[src/rtl/uart_tx_arbiter.sv]
// -----------------------------------------------------------------------------
// uart_tx_arbiter
//
// Shares one AXI-Lite UART TX data register among N_REQ byte producers.
// Requesters are served round-robin. Each accepted byte becomes one AXI-Lite
// single-beat write of {24'h0, byte} to BASE_ADDR + TX_OFFSET with strobe 0001.
// A requester that sends a byte other than '\n' takes a line lock and keeps the
// grant until its '\n' write completes, so console lines never interleave.
// If the lock owner stays silent for LOCK_TIMEOUT idle cycles, the lock is
// dropped and round-robin resumes.
//
// Optional feature (macro UART_ARB_CR_INSERT_EN): an accepted '\n' is sent as
// two complete writes, 0x0D then 0x0A. The lock is released after the second B.
//
// Ports
//   clk, rst_n          clock, asynchronous active-low reset
//   req_valid[N_REQ]    requester i has a byte
//   req_data[8*N_REQ]   byte of requester i at [8i+7:8i]
//   req_ready[N_REQ]    one-hot acceptance pulse (same cycle as the grant)
//   axi_aw_* / axi_w_*  AXI-Lite write address / write data (master side)
//   axi_b_*             AXI-Lite write response
//   axi_ar_* / axi_r_*  AXI-Lite read channels, unused (ar_valid=0, r_ready=1)
//   lock_valid          a line lock is held
//   lock_owner[4]       index of the lock holder, 0 when no lock
//   busy                write transaction in progress (FSM not IDLE)
//   err                 sticky: a non-OKAY write response was seen
// -----------------------------------------------------------------------------
module uart_tx_arbiter #(
    parameter int          N_REQ        = 4,
    parameter logic [31:0] BASE_ADDR    = 32'h0,
    parameter logic [31:0] TX_OFFSET    = 32'h04,
    parameter int          LOCK_TIMEOUT = 64
) (
    input  logic                 clk,
    input  logic                 rst_n,
    input  logic [N_REQ-1:0]     req_valid,
    input  logic [8*N_REQ-1:0]   req_data,
    output logic [N_REQ-1:0]     req_ready,
    output logic                 axi_aw_valid,
    input  logic                 axi_aw_ready,
    output logic [31:0]          axi_aw_addr,
    output logic [2:0]           axi_aw_prot,
    output logic                 axi_w_valid,
    input  logic                 axi_w_ready,
    output logic [31:0]          axi_w_data,
    output logic [3:0]           axi_w_strb,
    input  logic                 axi_b_valid,
    output logic                 axi_b_ready,
    input  logic [1:0]           axi_b_resp,
    output logic                 axi_ar_valid,
    output logic [31:0]          axi_ar_addr,
    output logic [2:0]           axi_ar_prot,
    input  logic                 axi_ar_ready,
    input  logic                 axi_r_valid,
    input  logic [31:0]          axi_r_data,
    input  logic [1:0]           axi_r_resp,
    output logic                 axi_r_ready,
    output logic                 lock_valid,
    output logic [3:0]           lock_owner,
    output logic                 busy,
    output logic                 err
);

    localparam logic [7:0] LF = 8'h0A;
    localparam logic [7:0] CR = 8'h0D;
    localparam int CNT_W = $clog2(LOCK_TIMEOUT + 1);
    localparam logic [CNT_W-1:0] TO_LAST = CNT_W'(LOCK_TIMEOUT - 1);

    typedef enum logic [1:0] {S_IDLE, S_ISSUE, S_WAIT_B} state_e;

    state_e           state_q, state_d;
    logic [3:0]       rr_ptr_q, rr_ptr_d;
    logic             lock_valid_q, lock_valid_d;
    logic [3:0]       lock_owner_q, lock_owner_d;
    logic [CNT_W-1:0] to_cnt_q, to_cnt_d;
    logic [7:0]       byte_q, byte_d;
    logic             aw_valid_q, aw_valid_d;
    logic             w_valid_q, w_valid_d;
    logic             b_ready_q, b_ready_d;
    logic             err_q, err_d;
`ifdef UART_ARB_CR_INSERT_EN
    logic             cr_phase_q, cr_phase_d;
`endif

    logic             hit_hi, hit_lo, owner_valid, gnt_any, grant;
    logic [3:0]       idx_hi, idx_lo, gnt_idx;
    logic [7:0]       gnt_byte, tx_byte;
    logic             last_beat;

    // Grant selection. Scanning downward leaves the lowest matching index in
    // idx_hi (at or above rr_ptr) and idx_lo (anywhere, used after wrap).
    always_comb begin
        hit_hi      = 1'b0;
        hit_lo      = 1'b0;
        idx_hi      = '0;
        idx_lo      = '0;
        owner_valid = 1'b0;
        for (int i = N_REQ - 1; i >= 0; i--) begin
            if (req_valid[i]) begin
                hit_lo = 1'b1;
                idx_lo = 4'(i);
                if (4'(i) >= rr_ptr_q) begin
                    hit_hi = 1'b1;
                    idx_hi = 4'(i);
                end
            end
            if (4'(i) == lock_owner_q) owner_valid = req_valid[i];
        end
        if (lock_valid_q) begin
            gnt_any = owner_valid;
            gnt_idx = lock_owner_q;
        end else begin
            gnt_any = hit_lo;
            gnt_idx = hit_hi ? idx_hi : idx_lo;
        end
        // req_ready is a same-cycle handshake, so it is combinational; it is
        // gated by rst_n so no acceptance can be signalled while in reset.
        grant     = rst_n && (state_q == S_IDLE) && gnt_any;
        gnt_byte  = '0;
        req_ready = '0;
        for (int i = 0; i < N_REQ; i++) begin
            if (4'(i) == gnt_idx) begin
                gnt_byte     = req_data[8*i +: 8];
                req_ready[i] = grant;
            end
        end
    end

`ifdef UART_ARB_CR_INSERT_EN
    assign tx_byte   = cr_phase_q ? CR : byte_q;
    assign last_beat = !cr_phase_q;
`else
    assign tx_byte   = byte_q;
    assign last_beat = 1'b1;
`endif

    always_comb begin
        state_d      = state_q;
        rr_ptr_d     = rr_ptr_q;
        lock_valid_d = lock_valid_q;
        lock_owner_d = lock_owner_q;
        to_cnt_d     = to_cnt_q;
        byte_d       = byte_q;
        aw_valid_d   = aw_valid_q;
        w_valid_d    = w_valid_q;
        b_ready_d    = b_ready_q;
        err_d        = err_q;
`ifdef UART_ARB_CR_INSERT_EN
        cr_phase_d   = cr_phase_q;
`endif
        case (state_q)
            S_IDLE: begin
                if (grant) begin
                    byte_d     = gnt_byte;
                    rr_ptr_d   = (gnt_idx == 4'(N_REQ - 1)) ? 4'd0 : gnt_idx + 4'd1;
                    to_cnt_d   = '0;
                    aw_valid_d = 1'b1;
                    w_valid_d  = 1'b1;
                    state_d    = S_ISSUE;
                    // A '\n' leaves the lock as is; it is released when its write completes.
                    if (gnt_byte != LF) begin
                        lock_valid_d = 1'b1;
                        lock_owner_d = gnt_idx;
                    end
`ifdef UART_ARB_CR_INSERT_EN
                    cr_phase_d = (gnt_byte == LF);
`endif
                end else if (lock_valid_q && !owner_valid) begin
                    if (to_cnt_q == TO_LAST) begin
                        to_cnt_d     = '0;
                        lock_valid_d = 1'b0;
                        lock_owner_d = '0;
                    end else begin
                        to_cnt_d = to_cnt_q + CNT_W'(1);
                    end
                end
            end
            S_ISSUE: begin
                // AW and W complete independently; move on once both are done.
                aw_valid_d = aw_valid_q && !axi_aw_ready;
                w_valid_d  = w_valid_q && !axi_w_ready;
                if (!aw_valid_d && !w_valid_d) begin
                    state_d   = S_WAIT_B;
                    b_ready_d = 1'b1;
                end
            end
            S_WAIT_B: begin
                if (axi_b_valid && b_ready_q) begin
                    b_ready_d = 1'b0;
                    if (axi_b_resp != 2'b00) err_d = 1'b1;
                    if (last_beat) begin
                        state_d = S_IDLE;
                        if (byte_q == LF) begin
                            lock_valid_d = 1'b0;
                            lock_owner_d = '0;
                        end
                    end else begin
                        // Inserted CR done; now send the LF itself.
                        state_d    = S_ISSUE;
                        aw_valid_d = 1'b1;
                        w_valid_d  = 1'b1;
                    end
`ifdef UART_ARB_CR_INSERT_EN
                    cr_phase_d = 1'b0;
`endif
                end
            end
            default: state_d = S_IDLE;
        endcase
    end

    always_ff @(posedge clk or negedge rst_n) begin
        if (!rst_n) begin
            state_q      <= S_IDLE;
            rr_ptr_q     <= '0;
            lock_valid_q <= 1'b0;
            lock_owner_q <= '0;
            to_cnt_q     <= '0;
            byte_q       <= '0;
            aw_valid_q   <= 1'b0;
            w_valid_q    <= 1'b0;
            b_ready_q    <= 1'b0;
            err_q        <= 1'b0;
`ifdef UART_ARB_CR_INSERT_EN
            cr_phase_q   <= 1'b0;
`endif
        end else begin
            state_q      <= state_d;
            rr_ptr_q     <= rr_ptr_d;
            lock_valid_q <= lock_valid_d;
            lock_owner_q <= lock_owner_d;
            to_cnt_q     <= to_cnt_d;
            byte_q       <= byte_d;
            aw_valid_q   <= aw_valid_d;
            w_valid_q    <= w_valid_d;
            b_ready_q    <= b_ready_d;
            err_q        <= err_d;
`ifdef UART_ARB_CR_INSERT_EN
            cr_phase_q   <= cr_phase_d;
`endif
        end
    end

    assign axi_aw_valid = aw_valid_q;
    assign axi_aw_addr  = BASE_ADDR + TX_OFFSET;
    assign axi_aw_prot  = 3'b000;
    assign axi_w_valid  = w_valid_q;
    assign axi_w_data   = {24'h0, tx_byte};
    assign axi_w_strb   = 4'b0001;
    assign axi_b_ready  = b_ready_q;
    assign axi_ar_valid = 1'b0;
    assign axi_ar_addr  = '0;
    assign axi_ar_prot  = 3'b000;
    assign axi_r_ready  = 1'b1;
    assign lock_valid   = lock_valid_q;
    assign lock_owner   = lock_owner_q;
    assign busy         = (state_q != S_IDLE);
    assign err          = err_q;

    // Read channel is never used; these inputs are intentionally ignored.
    logic unused_rd;
    assign unused_rd = ^{axi_ar_ready, axi_r_valid, axi_r_data, axi_r_resp};

endmodule

[config.mk]
export PLATFORM = sky130hd
export DESIGN_NAME = uart_tx_arbiter
export DESIGN_NICKNAME = d
export VERILOG_FILES = /design/src/rtl/uart_tx_arbiter.sv
export SDC_FILE = /design/constraint.sdc
export NUM_CORES = 1
export LEC_CHECK = 0
export CORE_MARGIN = 2
export CORE_UTILIZATION = 35
export CTS_BUF_LIST = sky130_fd_sc_hd__clkbuf_16
export CTS_CLUSTER_DIAMETER = 80
export CTS_CLUSTER_SIZE = 24
export DETAILED_ROUTE_END_ITERATION = 6
export MAX_ROUTING_LAYER = met4
export PLACE_DENSITY = 0.81
export SYNTH_ARGS = -nofsm -noshare
export SYNTH_HDL_FRONTEND = slang
export SYNTH_SLANG_ARGS = --single-unit
export TNS_END_PERCENT = 100
[constraint.sdc]
create_clock -name clk -period 4.5 [get_ports clk]
set_clock_uncertainty 0.1 [all_clocks]
set_input_delay 0.9 -clock clk [delete_from_list [all_inputs] [get_ports clk]]
set_output_delay 0.9 -clock clk [all_outputs]
set_load 0.005 [all_outputs]
== Yosys cells after proc, flatten, opt, wreduce, memory -nomap -nowiden ==
Index checks and enable logic that the tools add are counted.

* Magnitude comparators: 4
* Equality and inequality tests: 19
* $add $sub $neg: 2
* Multiplexer cells: 67
* Reduce and logical (&&, ||, !) cells: 28

{| class="wikitable"
|+ Operators with widths
! operator !! number
|-
| $mux W4 || 18
|-
| $mux W8 || 4
|-
| $mux W1 || 30
|-
| $mux W7 || 3
|-
| $eq A2 B4 Y1 const A || 4
|-
| $mux W2 || 6
|-
| $reduce_bool A2 Y1 || 6
|-
| $ne A3 B2 Y1 const B || 3
|-
| $reduce_and A3 Y1 || 3
|-
| $eq A1 B4 Y1 const A || 2
|-
| $eq A8 B4 Y1 const B || 1
|-
| $ge A1 B4 Y1 const A || 2
|-
| $ge A2 B4 Y1 const A || 2
|-
| $logic_not A4 Y1 || 2
|-
| $ne A2 B2 Y1 const B || 4
|-
| $ne A8 B4 Y1 const B || 1
|-
| $pmux W1 S2 || 4
|-
| $pmux W4 S2 || 1
|-
| $add A7 B1 Y7 const B || 1
|-
| $eq A7 B6 Y1 const B || 1
|-
| $logic_and A1 B1 Y1 || 7
|-
| $pmux W2 S3 || 1
|-
| $reduce_and A2 Y1 || 3
|-
| $reduce_and A6 Y1 || 1
|-
| other kinds (6) || 10
|}

* Output and inout port bits: 122
* Register bits after elaboration: 30
* Input bits: 79
* Logic and storage cells: 130

== Depth between registers and ports, before layout ==
* Depth after elaboration: 20
* Depth in mapped cells: 14
* Gate-level depth less buffers: 12

== Worst setup path before layout ==
OpenSTA, ideal clock, no wires.

* Path type: in2reg
* Start: input req_valid[2]
* End: register lock_valid_q (netlist: lock_valid)
* Stages: 14
* Setup time: 125 ps
* Arrival: 3603 ps
* Buffers on the path: 2
* Setup slack: 672 ps
* Data required time: 4275 ps
* Path through: a21boi_0 > o21a_1 > a22oi_1 > o31ai_1 > inv_1 > ha_1 > buf_6 > nor2b_2 > buf_4 > a221oi_1 > o41ai_1 > and4b_1 > a31oi_4 > mux2_4

* Cells in the longest elaborated chain, start to end: 15
* Elaborated cells on any way between the ends: 40
* Those cells by class: eq/ne (7); mux (28); reduce/logical (5)

{| class="wikitable"
|+ RTL lines
! item !! line !! source
|-
| start: declaration || 36 || <nowiki>input logic [N_REQ-1:0] req_valid,</nowiki>
|-
| $mux W4 or $mux W1 (tied branches) || 99 || <nowiki>if (req_valid[i]) begin</nowiki>
|-
| $mux W4 or $mux W1 (tied branches) || 102 || <nowiki>if (4'(i) >= rr_ptr_q) begin</nowiki>
|-
| $mux W4 or $mux W1 (tied branches) || 99 ||
|-
| $mux W4 or $mux W1 (tied branches) || 102 ||
|-
| $mux W4 or $mux W1 (tied branches) || 99 ||
|-
| $mux W4 || 114 || <nowiki>gnt_idx = hit_hi ? idx_hi : idx_lo;</nowiki>
|-
| $mux W4 || 109 || <nowiki>if (lock_valid_q) begin</nowiki>
|-
| $logic_not A4 Y1 || 122 || <nowiki>if (4'(i) == gnt_idx) begin</nowiki>
|-
| $mux W8 (4 in series) || 122 ||
|-
| $ne A8 B4 Y1 || 161 || <nowiki>if (gnt_byte != LF) begin</nowiki>
|-
| $ne A3 B2 Y1 (no source line) || - ||
|-
| $reduce_and A6 Y1 (no source line) || - ||
|-
| end signal: assignment || 230 || <nowiki>lock_valid_q <= lock_valid_d;</nowiki>
|-
| end: declaration || 73 || <nowiki>logic lock_valid_q, lock_valid_d;</nowiki>
|}

Parallel ways exist; a longest one is shown, timed or not.
A chain may end at the register's enable or synchronous reset.

== Final worst setup path ==
* Start: input req_valid[2]
* End: output req_ready[1]

* Cells in the longest elaborated chain, start to end: 9
* Elaborated cells on any way between the ends: 25
* Those cells by class: eq/ne (1); mux (23); reduce/logical (1)

{| class="wikitable"
|+ RTL lines
! item !! line !! source
|-
| $mux W4 or $mux W1 (tied branches) || 99 ||
|-
| $mux W4 or $mux W1 (tied branches) || 102 ||
|-
| $mux W4 or $mux W1 (tied branches) || 99 ||
|-
| $mux W4 or $mux W1 (tied branches) || 102 ||
|-
| $mux W4 or $mux W1 (tied branches) || 99 ||
|-
| $mux W4 || 114 ||
|-
| $mux W4 || 109 ||
|-
| $eq A1 B4 Y1 || 122 ||
|-
| $mux W1 (*) || 122 ||
|-
| end: declaration || 38 || <nowiki>output logic [N_REQ-1:0] req_ready,</nowiki>
|}

Every way passes the cells marked *; elsewhere a longest branch is shown, timed or not.

==> results.ini <==
[placed_design]
gp_congestion=0.815
hpwl_um=4610
dp_cells=475
io_buffers=64
pre_cts_ws_ps=-76.3

[worst_setup_path]
crit_path_end_kind=output pin
r2r_start=rr_ptr_q[1]
cp.required_ps=3500
cp_max_fo=9
critPathMaxStageDelay_ps=530
cp_cell_sequence=clkdlybuf4s50_1, a21boi_2, o21a_1, a22oi_1, o31ai_1, buf_4, inv_1, ha_1, buf_4, and2_1, clkdlybuf4s50_1
crit_slowest_cell=clkdlybuf4s50_1
critical_path_class=primary input to output pin
reg2reg_depth=12
cp.arrival_ps=3350
r2r_slack_ps=1050
reg2reg_to=lock_valid
worst_setup_path_start_kind=primary input

[synthesis]
netlist_top_cells_area=buf_4 28%, dfrtp_1 28%, nand2_1 4.2%
ys_async_sr_fraction=1.00
syn_area_per_cell_um2=8.57
synth_edf_count=0
synth_top_area_frac=0.284
synth-seq-cells=30
ys_seq_area_frac=0.281
yosys_warnings=0
synth.distinct_cells=55
yosysTopAreaCell=buf_4
netlist_instances=312
syn-cell-area_um2=2670
synthFlopType=dfrtp_1

[routing]
routed-via-count=2053
drc_errors=0
drt-total-wl_um=5740
vias_per_cell=4.25
routedWlPerCell_um=11.9
ant_nets=0
firstDrtPassIters=4
drt_iter0_drc=62

[floorplanning]
row_count=31
dieHeight_um=91.4
die_x_um=91.4
start_util=0.365
io_pins=201
die-area_um2=8350
coreArea_um2=7330

[clock_tree]
cts_tree=done
clock_latency_ps=270
path_clk_slew_ps=50
postCtsHoldBufs=0
cts.sinks=30
cts_setup_buffers=0
cts_buffers=5
cts_resized=0
ctsRootBufferMaster=clkbuf_16
cts_buffer_depth=2
cts.htree.levels=2

[global_route]
antenna_found_initial=0
grtUsageTotal=0.135
grt_pass1_vias=1877
grt_start_max_net_pins=32
grt_pass1_wl_um=8720
overflow=0

[worst_hold_path]
min-delay-path-class=flop to flop
hold_start=err
min_to=err
holdPathStages=1

[finish]
stdcell_count=483
diodes=0
final_nets=467
nFillCells=717
final_common_cell=conb_1
layout_common_cells=100 x conb_1, 64 x clkdlybuf4s50_1, 30 x nand2_1, 30 x dfrtp_1, 14 x inv_1
area_growth_pct=21.0
final_core_util=0.441
drive_above_1_share=0.0833

[sta]
hold_ws_ps=359
hold_viol=0
slew_viol_final=0
setup_viol=0
fmax_mhz=230
finalSetupTns_ps=0
slew_headroom=0.538
finalCritPeriodShare=0.968
fin_crit_ps=4350
tightest_slew_ps=685
fin_ws_ps=145

[power]
p_per_area_nw_per_um2=557
ir_worst_vdd_v=0.000289
leakagePower_nw=1.53

[job]
drv_cap=0

[run_status]
outcome=complete, no violations

## cell type report
type,instances,area (µm²),share of cell area
multi-input combinational,258,1450,0.450
sequential,30,751,0.232
timing repair buffer,74,716,0.221
clock buffer,5,125,0.0387
tap,99,124,0.0383
inverter,14,52.6,0.0162
clock inverter,3,12.5,0.00387
## how the worst max path moves through the flow
stage                            start      endpoint  slack [ps]  depth (start not counted)
after detailed placement  req_valid[2]    lock_valid         -80                         14
after global routing      req_valid[2]  req_ready[1]          -2                         11
final                     req_valid[2]  req_ready[1]         150                         11
after floorplan           req_valid[2]    lock_valid         670                         14
after CTS                 req_valid[2]  req_ready[3]           3                         10
after global placement    req_valid[2]    lock_valid         100                         14
## synthesized netlist by cell type (2+ instances only)
cell type and instances:
inv_1 13, nor3b_1 5, clkbuf_1 3, dfrtp_1 30, xor2_1 3, a221o_1 3
nor2b_1 6, a21oi_1 8, and3_1 2, nand3_1 5, a32oi_1 2, or3_1 3
nor4b_1 2, mux2i_1 4, o41ai_1 2, nand2_1 30, a22oi_1 7, nor2_1 9
a21boi_0 2, o21ai_0 10, and2_1 8, buf_4 101, nand2b_1 5, o22ai_1 2
nor3_1 3, conb_1 2, o31ai_1 3, ha_1 5, a221oi_1 4, o21a_1 2
or2_2 2, buf_2 3
## routing by layer
metal  track usage  routed length (µm)  vias to the layer above
met2         0.231                2910                      106
met5             -                   0                        -
li1              -                   -                     1004
met3        0.0340                 423                        8
met4        0.0518                  85                        0
met1         0.151                2320                      935
## sequential cells by signal (all words and copies together), names as in the netlist
signal,cells
byte_q,8
to_cnt_q,7
lock_owner,4
rr_ptr_q,4
state_q,2
axi_aw_valid,1
axi_b_ready,1
axi_w_valid,1
err,1
lock_valid,1
## where the power goes
part	leakage [nW]	switching [mW]	internal, mW	total (mW)
registers	0.387	0.101	0.359	0.460
clock network	0.0724	0.113	0.199	0.312
logic	1.07	0.517	0.514	1.03
## critical path: cells and delay by family
family                   cells  cell delay [ps]
AND/OR/NAND/NOR              1              140
adder cells (fa/ha/maj)      1              200
buffers and inverters        5             1380
AO/OA/AOI/OAI                4              710
## cells by family after synthesis
family | after synthesis | synth area share
XOR/XNOR | 3 | 0.00983
flip-flops | 30 | 0.281
other | 2 | 0.00281
AO/OA/AOI/OAI | 55 | 0.154
AND/OR/NAND/NOR | 89 | 0.182
adder cells (fa/ha/maj) | 5 | 0.0234
buffers and inverters | 122 | 0.317
multiplexers | 6 | 0.0290
## through the flow
step                cell area [µm²]  power, mW
finish                         3230       1.80
global route                   3230       1.95
CTS                            3220       1.80
detailed placement             3080       1.48
global placement               3080       1.45
floorplan                      3040       1.14
Power figures use the tool's default switching activity.
